### src/rtl/beat_splitter_pkg.sv
// Shared sizing, types and state encoding for the beat splitter.
package beat_splitter_pkg;

  localparam int unsigned DEF_DATA_W = 8;
  localparam int unsigned DEF_BEATS  = 4;

  // Sum of beats lanes of data_w bits each never needs more than this many bits.
  function automatic int unsigned sum_width(int unsigned data_w, int unsigned beats);
    return data_w + $clog2(beats);
  endfunction

  localparam int unsigned DEF_SUM_W = sum_width(DEF_DATA_W, DEF_BEATS);

  typedef logic [DEF_DATA_W-1:0] lane_t;
  typedef logic [DEF_SUM_W-1:0]  sum_t;

  typedef enum logic {StIdle, StSend} state_e;

endpackage

### src/rtl/beat_splitter_lane_sum.sv
// Combinational unsigned sum of all lanes of a packed word.
module lane_sum
  import beat_splitter_pkg::*;
#(
  parameter int unsigned DATA_W = DEF_DATA_W,
  parameter int unsigned BEATS  = DEF_BEATS,
  parameter int unsigned SUM_W  = sum_width(DATA_W, BEATS)
) (
  input  logic [DATA_W*BEATS-1:0] word,
  output logic [SUM_W-1:0]        sum
);

  always_comb begin
    sum = '0;
    for (int i = 0; i < BEATS; i++) begin
      sum = sum + SUM_W'(word[i*DATA_W +: DATA_W]);
    end
  end

endmodule

### src/rtl/beat_splitter.sv
// Width-down serializer: one BEATS-lane word in, lanes out LSB first with last flag and word sum.
module beat_splitter
  import beat_splitter_pkg::*;
#(
  parameter int unsigned DATA_W = DEF_DATA_W,
  parameter int unsigned BEATS  = DEF_BEATS,
  parameter int unsigned SUM_W  = sum_width(DATA_W, BEATS)
) (
  input  logic                    clk,
  input  logic                    rst_n,
  input  logic [DATA_W*BEATS-1:0] data_in,
  input  logic                    valid_a,
  output logic                    ready_a,
  input  logic                    ready_b,
  output logic                    valid_b,
  output logic [DATA_W-1:0]       data_out,
  output logic                    last_b,
  output logic [SUM_W-1:0]        sum_out
);

  localparam int unsigned IDX_W  = $clog2(BEATS);
  localparam int unsigned REST_W = DATA_W * (BEATS - 1);
  localparam logic [IDX_W-1:0] IDX_PENULT = IDX_W'(BEATS - 2);

  state_e              state_q, state_d;
  logic [REST_W-1:0]   rest_q, rest_d;
  logic [DATA_W-1:0]   data_q, data_d;
  logic [SUM_W-1:0]    sum_q, sum_d;
  logic [IDX_W-1:0]    idx_q, idx_d;
  logic                last_q, last_d;
  logic [SUM_W-1:0]    word_sum;
  logic                load;

  lane_sum #(
    .DATA_W (DATA_W),
    .BEATS  (BEATS),
    .SUM_W  (SUM_W)
  ) u_lane_sum (
    .word (data_in),
    .sum  (word_sum)
  );

  // Accept a new word when idle or in the same edge the final beat leaves.
  assign ready_a  = (state_q == StIdle) || (ready_b && last_q);
  assign load     = valid_a && ready_a;
  assign valid_b  = (state_q == StSend);
  assign data_out = data_q;
  assign last_b   = last_q;
  assign sum_out  = sum_q;

  always_comb begin
    state_d = state_q;
    rest_d  = rest_q;
    data_d  = data_q;
    sum_d   = sum_q;
    idx_d   = idx_q;
    last_d  = last_q;
    if (load) begin
      state_d = StSend;
      data_d  = data_in[DATA_W-1:0];
      rest_d  = data_in[DATA_W*BEATS-1:DATA_W];
      sum_d   = word_sum;
      idx_d   = '0;
      last_d  = 1'b0;
    end else if (state_q == StSend && ready_b) begin
      if (last_q) begin
        state_d = StIdle;
        last_d  = 1'b0;
      end else begin
        // Lane 0 went straight to data_q, so rest_q only ever holds lanes still to come.
        data_d = rest_q[DATA_W-1:0];
        rest_d = rest_q >> DATA_W;
        idx_d  = idx_q + 1'b1;
        last_d = (idx_q == IDX_PENULT);
      end
    end
  end

  always_ff @(posedge clk) begin
    if (!rst_n) begin
      state_q <= StIdle;
      rest_q  <= '0;
      data_q  <= '0;
      sum_q   <= '0;
      idx_q   <= '0;
      last_q  <= 1'b0;
    end else begin
      state_q <= state_d;
      rest_q  <= rest_d;
      data_q  <= data_d;
      sum_q   <= sum_d;
      idx_q   <= idx_d;
      last_q  <= last_d;
    end
  end

endmodule
### config.mk
export PLATFORM = sky130hd
export DESIGN_NAME = beat_splitter
export DESIGN_NICKNAME = d
export VERILOG_FILES = /design/src/rtl/beat_splitter_pkg.sv /design/src/rtl/beat_splitter_lane_sum.sv /design/src/rtl/beat_splitter.sv
export SDC_FILE = /design/constraint.sdc
export NUM_CORES = 1
export LEC_CHECK = 0
export BUFFER_PORTS_ARGS = -buffer_cell sky130_fd_sc_hd__buf_2
export CAP_MARGIN = 15
export CORE_MARGIN = 10
export CORE_UTILIZATION = 59
export CTS_CLUSTER_SIZE = 40
export DETAILED_ROUTE_END_ITERATION = 6
export PLACE_DENSITY = 0.82
export SYNTH_ARGS = -nofsm -noshare
export SYNTH_HDL_FRONTEND = slang
export SYNTH_SLANG_ARGS = --single-unit
### constraint.sdc
create_clock -name clk -period 4.85 [get_ports clk]
set_input_delay 0.485 -clock clk [delete_from_list [all_inputs] [get_ports clk]]
set_output_delay 0.485 -clock clk [all_outputs]
set_load 0.03 [all_outputs]
# Word level (Yosys, flattened, before mapping)
# Index checks and enable logic that the tools add are counted.
# word_totals
memories,0
ff_bits,46
in_bits,36
mem_bits_rw,0
latch_bits,0
wordCells,35
out_inout_bits,21
romBits,0
# op_classes
n_bitwise,3
n_mux,10
eq_ne,2
div,0
shifts,0
order_cmp,0
addsub,4
n_reduce_logical,10
multipliers,0
# op_table
cell,n
24-bit two-way mux,3
8-bit two-way mux,3
10-bit by 8-bit adder with 10-bit output,2
8-bit by 8-bit adder with 9-bit output,1
2-bit AND reduction,3
1-bit two-way mux,4
2-bit nonzero test,2
1-bit logical AND,3
1-bit inverter,3
2-bit by 1-bit adder with 2-bit output (second input constant),1
2-bit == test (second input constant),1
2-bit by 1-bit inequality test with 1-bit output (second input constant),1
2-bit OR reduction,1
1-bit logical OR,1

# Logic depth before layout (Yosys ltp)
# Gate-level depths: netlist (run 1).
# logic_depth
ltp_word,5
ltp_mapped,16

# Cells and area by module
# Synthesis (run 1) repeated with hierarchy kept, for this count alone.
# unflattened
hier_cells,357
hier_area_um2,3079.2
# modules_own_cells
module,cells_each,n_inst,area_each_um2
beat_splitter,265,1,2318.5
lane_sum,92,1,760.7

# Worst setup path before layout (run 1)
# No wires, ideal clock.
# synth_timing
kind,input port to flip-flop
startpoint,in data_in[0]
endpoint,"reg sum_q[8], in the netlist sum_out[8]"
arrival_time_ns,3.384
setup_ns,0.061
stages,15
setup_slack_ns,1.405
n_path_buf,0
t_required_ns,4.789
path_cell_list,ha_1 inv_1 fa_1 nor2b_1 o21ai_1 a21boi_1 o21ai_0 a21o_1 fa_1 inv_1 ha_1 a21o_1 or4_4 a21o_1 nand3_2
# synth_between
elab_chain_cells,3
# synth_rtl
item,line,source
"start, declared",beat_splitter.sv:11,"input logic [DATA_W*BEATS-1:0] data_in,"
8-bit by 8-bit adder with 9-bit output,beat_splitter_lane_sum.sv:16,sum = sum + SUM_W'(word[i*DATA_W +: DATA_W]);
10-bit by 8-bit adder with 10-bit output (2 in a row),beat_splitter_lane_sum.sv:16,
"end signal, assigned",beat_splitter.sv:91,sum_q <= sum_d;
"end, declared",beat_splitter.sv:28,"logic [SUM_W-1:0] sum_q, sum_d;"
# Every way passes these cells.
# A chain may end at the register's enable or synchronous reset.

# Worst setup path after layout (run 1)
# Same ends and word-level chain as after synthesis.

==> results of run 1 <==
flip-flops by register name, summed over array words and instances, names as in the netlist:
name / count
data_out: 8
valid_b: 1
rest_q: 24
idx_q: 2
sum_out: 10
last_b: 1
final cells by class:
type	count	area [um2]	share of cell area, %
repair buffers	59	302.8	9.513
clock inverters	1	30.03	0.9434
multi-input cells	234	1650	51.85
flip-flops and latches	46	920.9	28.93
clock buffers	6	82.58	2.594
well taps	52	65.06	2.044
inverters	35	131.4	4.127
cell usage in the layout, fill, tap and decap left out, types with 3 or more instances in the layout:
master	count
a211oi_1	3
a21boi_1	29
a21o_1	5
a21oi_1	9
a22oi_1	16
buf_2	56
buf_4	3
clkbuf_8	6
dfxtp_1	46
fa_1	10
ha_1	17
inv_1	34
nand2_1	57
nand2b_1	4
nand3_1	20
nor2_1	9
nor2b_1	3
nor3_1	3
o211a_1	9
o21a_1	3
o21ai_0	4
o21ai_1	4
xor2_1	4
logic make-up after synthesis:
kind of cell,count (synthesis)
AOI/OAI and AO/OA,89
xor gates and xnor gates,6
adders and majority gates,27
buffers and inverters,53
DFF,46
and+or+nand+nor,112
per-layer routing:
layer	up-vias	track usage (%)
met3	7	4.688
met4	0	4.846
met5	-	0
li1	1231	-
met2	64	28.13
met1	1142	21.84
critical path, stage by stage:
cell	delay, ns
buf_2	0.10
ha_1	0.17
inv_1	0.06
fa_1	0.39
nor2b_1	0.12
o21ai_1	0.09
a21boi_1	0.19
o21ai_0	0.13
a21o_1	0.19
fa_1	0.48
inv_1	0.04
ha_1	0.36
a21o_1	0.24
or4_4	0.42
a21o_1	0.18
nand3_2	0.06
through the flow:
step / setup WS, ns / area, um2 / power, mW / std cells
3_3_place_gp: 1.154 / 3070 / 0.8280 / 426
5_1_grt: 1.199 / 3183 / 1.198 / 433
6_report: 1.395 / 3183 / 1.121 / 433
3_5_place_dp: 1.085 / 3070 / 0.8355 / 426
2_1_floorplan: 1.405 / 2788 / 0.7378 / 333
4_1_cts: 1.405 / 3183 / 1.129 / 433
power by group through the flow:
stage | logic [mW] | clock network [mW] | registers, mW
floorplan | 0.258 | 0 | 0.480
global placement | 0.392 | 0 | 0.436
detailed placement | 0.398 | 0 | 0.437
CTS | 0.403 | 0.298 | 0.429
global route | 0.452 | 0.313 | 0.433
finish | 0.401 | 0.292 | 0.429
worst max-delay path by stage:
stage                from    endpoint  slack (ns)  cells after the start
2_1_floorplan  data_in[0]  sum_out[8]        1.40                     15
3_3_place_gp   data_in[0]  sum_out[8]        1.15                     16
3_5_place_dp   data_in[0]  sum_out[8]        1.08                     16
4_1_cts        data_in[0]  sum_out[8]        1.41                     16
5_1_grt        data_in[0]  sum_out[8]        1.20                     16
6_report       data_in[0]  sum_out[8]        1.39                     16
==> flow_metrics.py, run 1 <==
metrics = {
    "clock_tree": {
        "numClockSinks": 46,
        "clk_pin_slew_ns": 0.08,
        "clock_latency_ns": 0.30,
        "clk_path_buf_depth": 2,
        "post_cts_buffers": 0,
        "cts_resized": 0,
        "cts-hold-fix-buffers": 0,
        "cts_tree": "done",
        "cts-buffers-inserted": 5,
        "htree_levels": 2,
        "root_buffer": "clkbuf_8",
    },
    "yosys": {
        "yosysTopAreaCellShare_pct": 33.03,
        "synth_top_family_by_area": "compound AO/OA/AOI/OAI gates",
        "synth_top_area_cell": "dfxtp_1",
        "synthesis.area_um2": 2788,
        "synthMuxAreaShare_pct": 0,
        "synth_flop_cell": "dfxtp_1",
        "yosysMostFrequentCell": "nand2_1",
        "yosys-top-cells-count": "57 x nand2_1, 46 x dfxtp_1, 34 x inv_1, 29 x a21boi_1, 20 x nand3_1",
        "ys_async_sr_fraction_pct": 0,
        "yosysSeqAreaShare_pct": 33.03,
        "syn_avg_cell_area_um2": 8.371,
        "synthAdderAreaFrac_pct": 14.81,
        "synth_simple_gate_area_share_pct": 18.72,
        "synth_xor_area_share_pct": 1.885,
        "ys_warn_count": 0,
        "ys_ff_latch": 46,
        "synth_edf_count": 0,
        "syn_nets": 396,
        "syn-instance-count": 333,
        "synth_compound_area_share_pct": 23.70,
        "synthTopCellsByArea": "dfxtp_1 33%, a21boi_1 7.8%, nand2_1 7.7%",
        "yosys.cell_types.count": 43,
    },
    "flow_run": {
        "maxCapViolCount": 0,
    },
    "critical_path": {
        "worst-path-max-fanout": 6,
        "reg2reg_slack_ns": 2.92,
        "cp_data_required_time_ns": 5.09,
        "critPathLaunchType": "input pin",
        "worst-setup-path-type": "input pin to register",
        "setup.worst_path.end_class": "register",
        "critical_path_arrival_ns": 3.70,
        "rr_worst_depth": 6,
        "r2r_start": "valid_b",
        "r2r-end": "rest_q[6]",
    },
    "power": {
        "combinationalPowerShare_pct": 35.7,
        "swShare_pct": 34.10,
        "vdd_drop_max_mv": 0.2106,
        "p_int_mw": 0.7389,
        "p_seq_share_pct": 38.2,
        "power.density_nw_per_um2": 352.2,
        "clkPwrFrac_pct": 26.0,
        "p_leak_nw": 1.573,
        "switchingPower_mw": 0.3823,
    },
    "finish": {
        "drive_gt1_share_pct": 19.69,
        "fill_cells": 378,
        "nets": 444,
        "n_antenna_cell": 0,
        "fin_util_pct": 71.14,
        "area.growth.synth_to_final_pct": 14.18,
    },
    "route": {
        "met2_length_um": 3004,
        "drtAntennaViolNets": 0,
        "drt-total-wl_um": 6552,
        "vias": 2444,
        "wl_met1_um": 3011,
        "maxUsedRoutingLayer": "met4",
        "wl_met3_um": 463,
        "drtPass1Iterations": 4,
        "drc": 0,
        "wl_per_cell_um": 15.13,
        "drtIter0Drc": 169,
        "avgViaCountPerCell": 5.644,
    },
    "sta": {
        "hold_ws_ns": 0.4268,
        "hold_violations": 0,
        "fmax_mhz": 289.4,
        "fin_crit_ns": 3.455,
        "fin_setup_tns_ns": 0,
        "relSlewSlack_pct": 46.26,
        "worst_pin_slew_ns": 0.8060,
        "finClkSkew_ns": 0.005979,
        "period_share_pct": 71.24,
        "rsz0062_at_grt": "no",
        "slew_violations": 0,
        "setup_viol": 0,
    },
    "worst_hold_path": {
        "hold_path_end": "rest_q[21]",
        "min_path_type": "input pin to register",
        "hold_path_depth": 3,
        "holdCritStartpoint": "data_in[29]",
    },
    "floorplanning": {
        "initial_utilization_pct": 62.30,
        "fp.dieH_um": 88.74,
        "rows": 24,
        "dieArea_um2": 7874,
        "die_w_um": 88.74,
        "core_area_um2": 4474,
        "num_io_pins": 57,
    },
    "global_routing": {
        "gr-total-overflow": 0,
        "grt_max_degree": 52,
        "grt_first_pass_wirelength_um": 10950,
        "antenna_found_initial": 0,
        "grt_usage_pct": 17.26,
        "grt_pass1_vias": 2416,
    },
    "place": {
        "gp_congestion": 0.9010,
        "io_buffers": 56,
        "dp_hpwl_um": 4685,
    },
    "run_status": {
        "status": "complete, no violations",
    },
}
Power figures use the tool's default switching activity.
==> run 2: changes to the inputs <==
Settings changed: CORE_UTILIZATION 59 to 55, PLACE_DENSITY 0.82 to 0.77.
Clock period 4.85 ns to 3.3 ns, I/O delays scaled along.
==> run 2 against run 1 <==
  * Non-clock buffer count up 11
  * Highest routed layer unchanged
  * Clock skew up 0.0013 ns
  * Design area increased by 2.6%
  * Worst hold slack worse by 0.15 ns
  * Critical path depth is the same
  * Utilization shrank 3.3 points
  * Die area is 5.6% higher
  * Sequential power is 47% higher
  * Largest power group unchanged
  * Via count rose by 2.3%
==> flow_metrics.py, run 2 (synthesis gave the netlist of run 1 again) <==
metrics = {
    "route": {
        "drc": 0,
        "wl_per_cell_um": 14.42,
        "avgViaCountPerCell": 5.437,
        "drtPass1Iterations": 4,
        "drt-total-wl_um": 6631,
        "vias": 2501,
        "drtAntennaViolNets": 0,
        "drtIter0Drc": 115,
    },
    "critical_path": {
        "critical_path_arrival_ns": 3.35,
        "worst-setup-path-type": "input pin to register",
        "cp_data_required_time_ns": 3.54,
        "worst-path-max-fanout": 3,
        "setup.worst_path.end_class": "register",
        "critPathLaunchType": "input pin",
        "rr_worst_depth": 6,
    },
    "clock_tree": {
        "cts-buffers-inserted": 5,
        "cts_tree": "done",
        "post_cts_buffers": 0,
        "clock_latency_ns": 0.30,
        "root_buffer": "clkbuf_8",
        "clk_pin_slew_ns": 0.08,
        "numClockSinks": 46,
        "clk_path_buf_depth": 2,
        "htree_levels": 2,
    },
    "power": {
        "vdd_drop_max_mv": 0.3416,
        "p_leak_nw": 1.616,
        "power.density_nw_per_um2": 492.3,
    },
    "sta": {
        "setup_viol": 0,
        "layout_setup_ws_ns": 0.1840,
        "relSlewSlack_pct": 48.18,
        "rsz0062_at_grt": "no",
        "hold_ws_ns": 0.2735,
        "fin_crit_ns": 3.116,
        "slew_violations": 0,
        "finClkSkew_ns": 0.007250,
        "hold_violations": 0,
        "worst_pin_slew_ns": 0.7774,
        "fmax_mhz": 320.9,
        "period_share_pct": 94.42,
    },
    "finish": {
        "fin_util_pct": 67.79,
        "fill_cells": 450,
        "area.growth.synth_to_final_pct": 17.15,
        "n_antenna_cell": 0,
        "largest_reg_flops": 24,
        "layout_commonest_cell": "nand2_1",
        "drive_gt1_share_pct": 22.14,
        "nets": 455,
        "final_cell_mix": "57 x nand2_1, 56 x buf_2, 46 x dfxtp_1",
        "top_register": "rest_q",
    },
    "global_routing": {
        "grt_first_pass_wirelength_um": 11280,
        "grt_usage_pct": 15.91,
        "grt_max_degree": 52,
        "grt_pass1_vias": 2463,
        "antenna_found_initial": 0,
        "gr-total-overflow": 0,
    },
    "floorplanning": {
        "rows": 25,
        "num_io_pins": 57,
        "die_w_um": 91.20,
        "initial_utilization_pct": 57.87,
        "fp.dieH_um": 91.20,
        "core_area_um2": 4817,
        "dieArea_um2": 8317,
    },
    "place": {
        "place_ws_ns": -0.1880,
        "gp_congestion": 0.8773,
        "dp_hpwl_um": 5010,
        "io_buffers": 56,
    },
    "worst_hold_path": {
        "min_path_type": "input pin to register",
        "hold_path_depth": 3,
    },
    "flow_run": {
        "maxCapViolCount": 0,
    },
    "run_status": {
        "status": "complete, no violations",
    },
}
[run 2: changes by cell type in the layout (fill, tap and decap cells not counted)]
cell / delta
clkinv_2: +1
o21ai_1: +1
fa_2: +1
fa_1: -1
buf_4: +11
o21ai_0: -1
clkbuf_1: +1
bufinv_16: -1
[run 2: final cells by class]
class	instances	area, um2	area share [%]
clock buffer	7	86.33	2.644
clock inverter	1	5.005	0.1533
inverter	35	131.4	4.023
multi-input combinational	234	1653	50.61
sequential	46	920.9	28.20
tap	67	83.83	2.567
timing repair buffer	70	385.4	11.80
[run 2: routing by layer]
layer	part of all wire [%]	wire length [um]	vias up	GRT usage [%]
li1	-	-	1253	-
met1	46	3062	1171	19.35
met2	46	3080	71	27.03
met3	6.5	428	6	4.362
met4	0.89	59	0	4.047
met5	0	0	-	0
[run 2: worst max-delay path: stages]
cell      delay, ns
buf_2          0.11
ha_1           0.20
inv_1          0.08
fa_2           0.20
nor2b_1        0.05
o21ai_1        0.14
a21boi_1       0.10
o311a_1        0.29
a21o_1         0.16
fa_1           0.48
inv_1          0.04
ha_1           0.30
a21o_1         0.21
or4_4          0.42
a21o_1         0.18
nand3_2        0.06
[run 2: stage by stage]
stage / setup TNS, ns / instance area [um2] / std cells / power, mW
after floorplan: 0 / 2788 / 333 / 1.084
after global placement: -0.3059 / 3172 / 452 / 1.253
after detailed placement: -0.4643 / 3172 / 452 / 1.267
after CTS: 0 / 3263 / 460 / 1.623
after global routing: 0 / 3266 / 460 / 1.725
final: 0 / 3266 / 460 / 1.608
[run 2: report_power, final]
group,leakage [nW],internal (mW),total [mW],switching (mW)
registers,0.378,0.606,0.630,0.0242
logic,1.19,0.265,0.623,0.358
clock network,0.0482,0.169,0.354,0.185
total,1.62,1.04,1.61,0.567
[run 2: final timing paths]
check,end,slack [ns],startpoint
max reg2reg,data_out[5],1.40,valid_b
max,sum_out[8],0.18,data_in[0]
min,rest_q[20],0.27,data_in[28]
min reg2reg,sum_out[0],0.45,sum_out[0]
[run 2: timing repair]
item                       4_1_cts  5_1_grt
setup endpoints to repair        0        3
resized for setup                0        2
hold buffers                     0        0
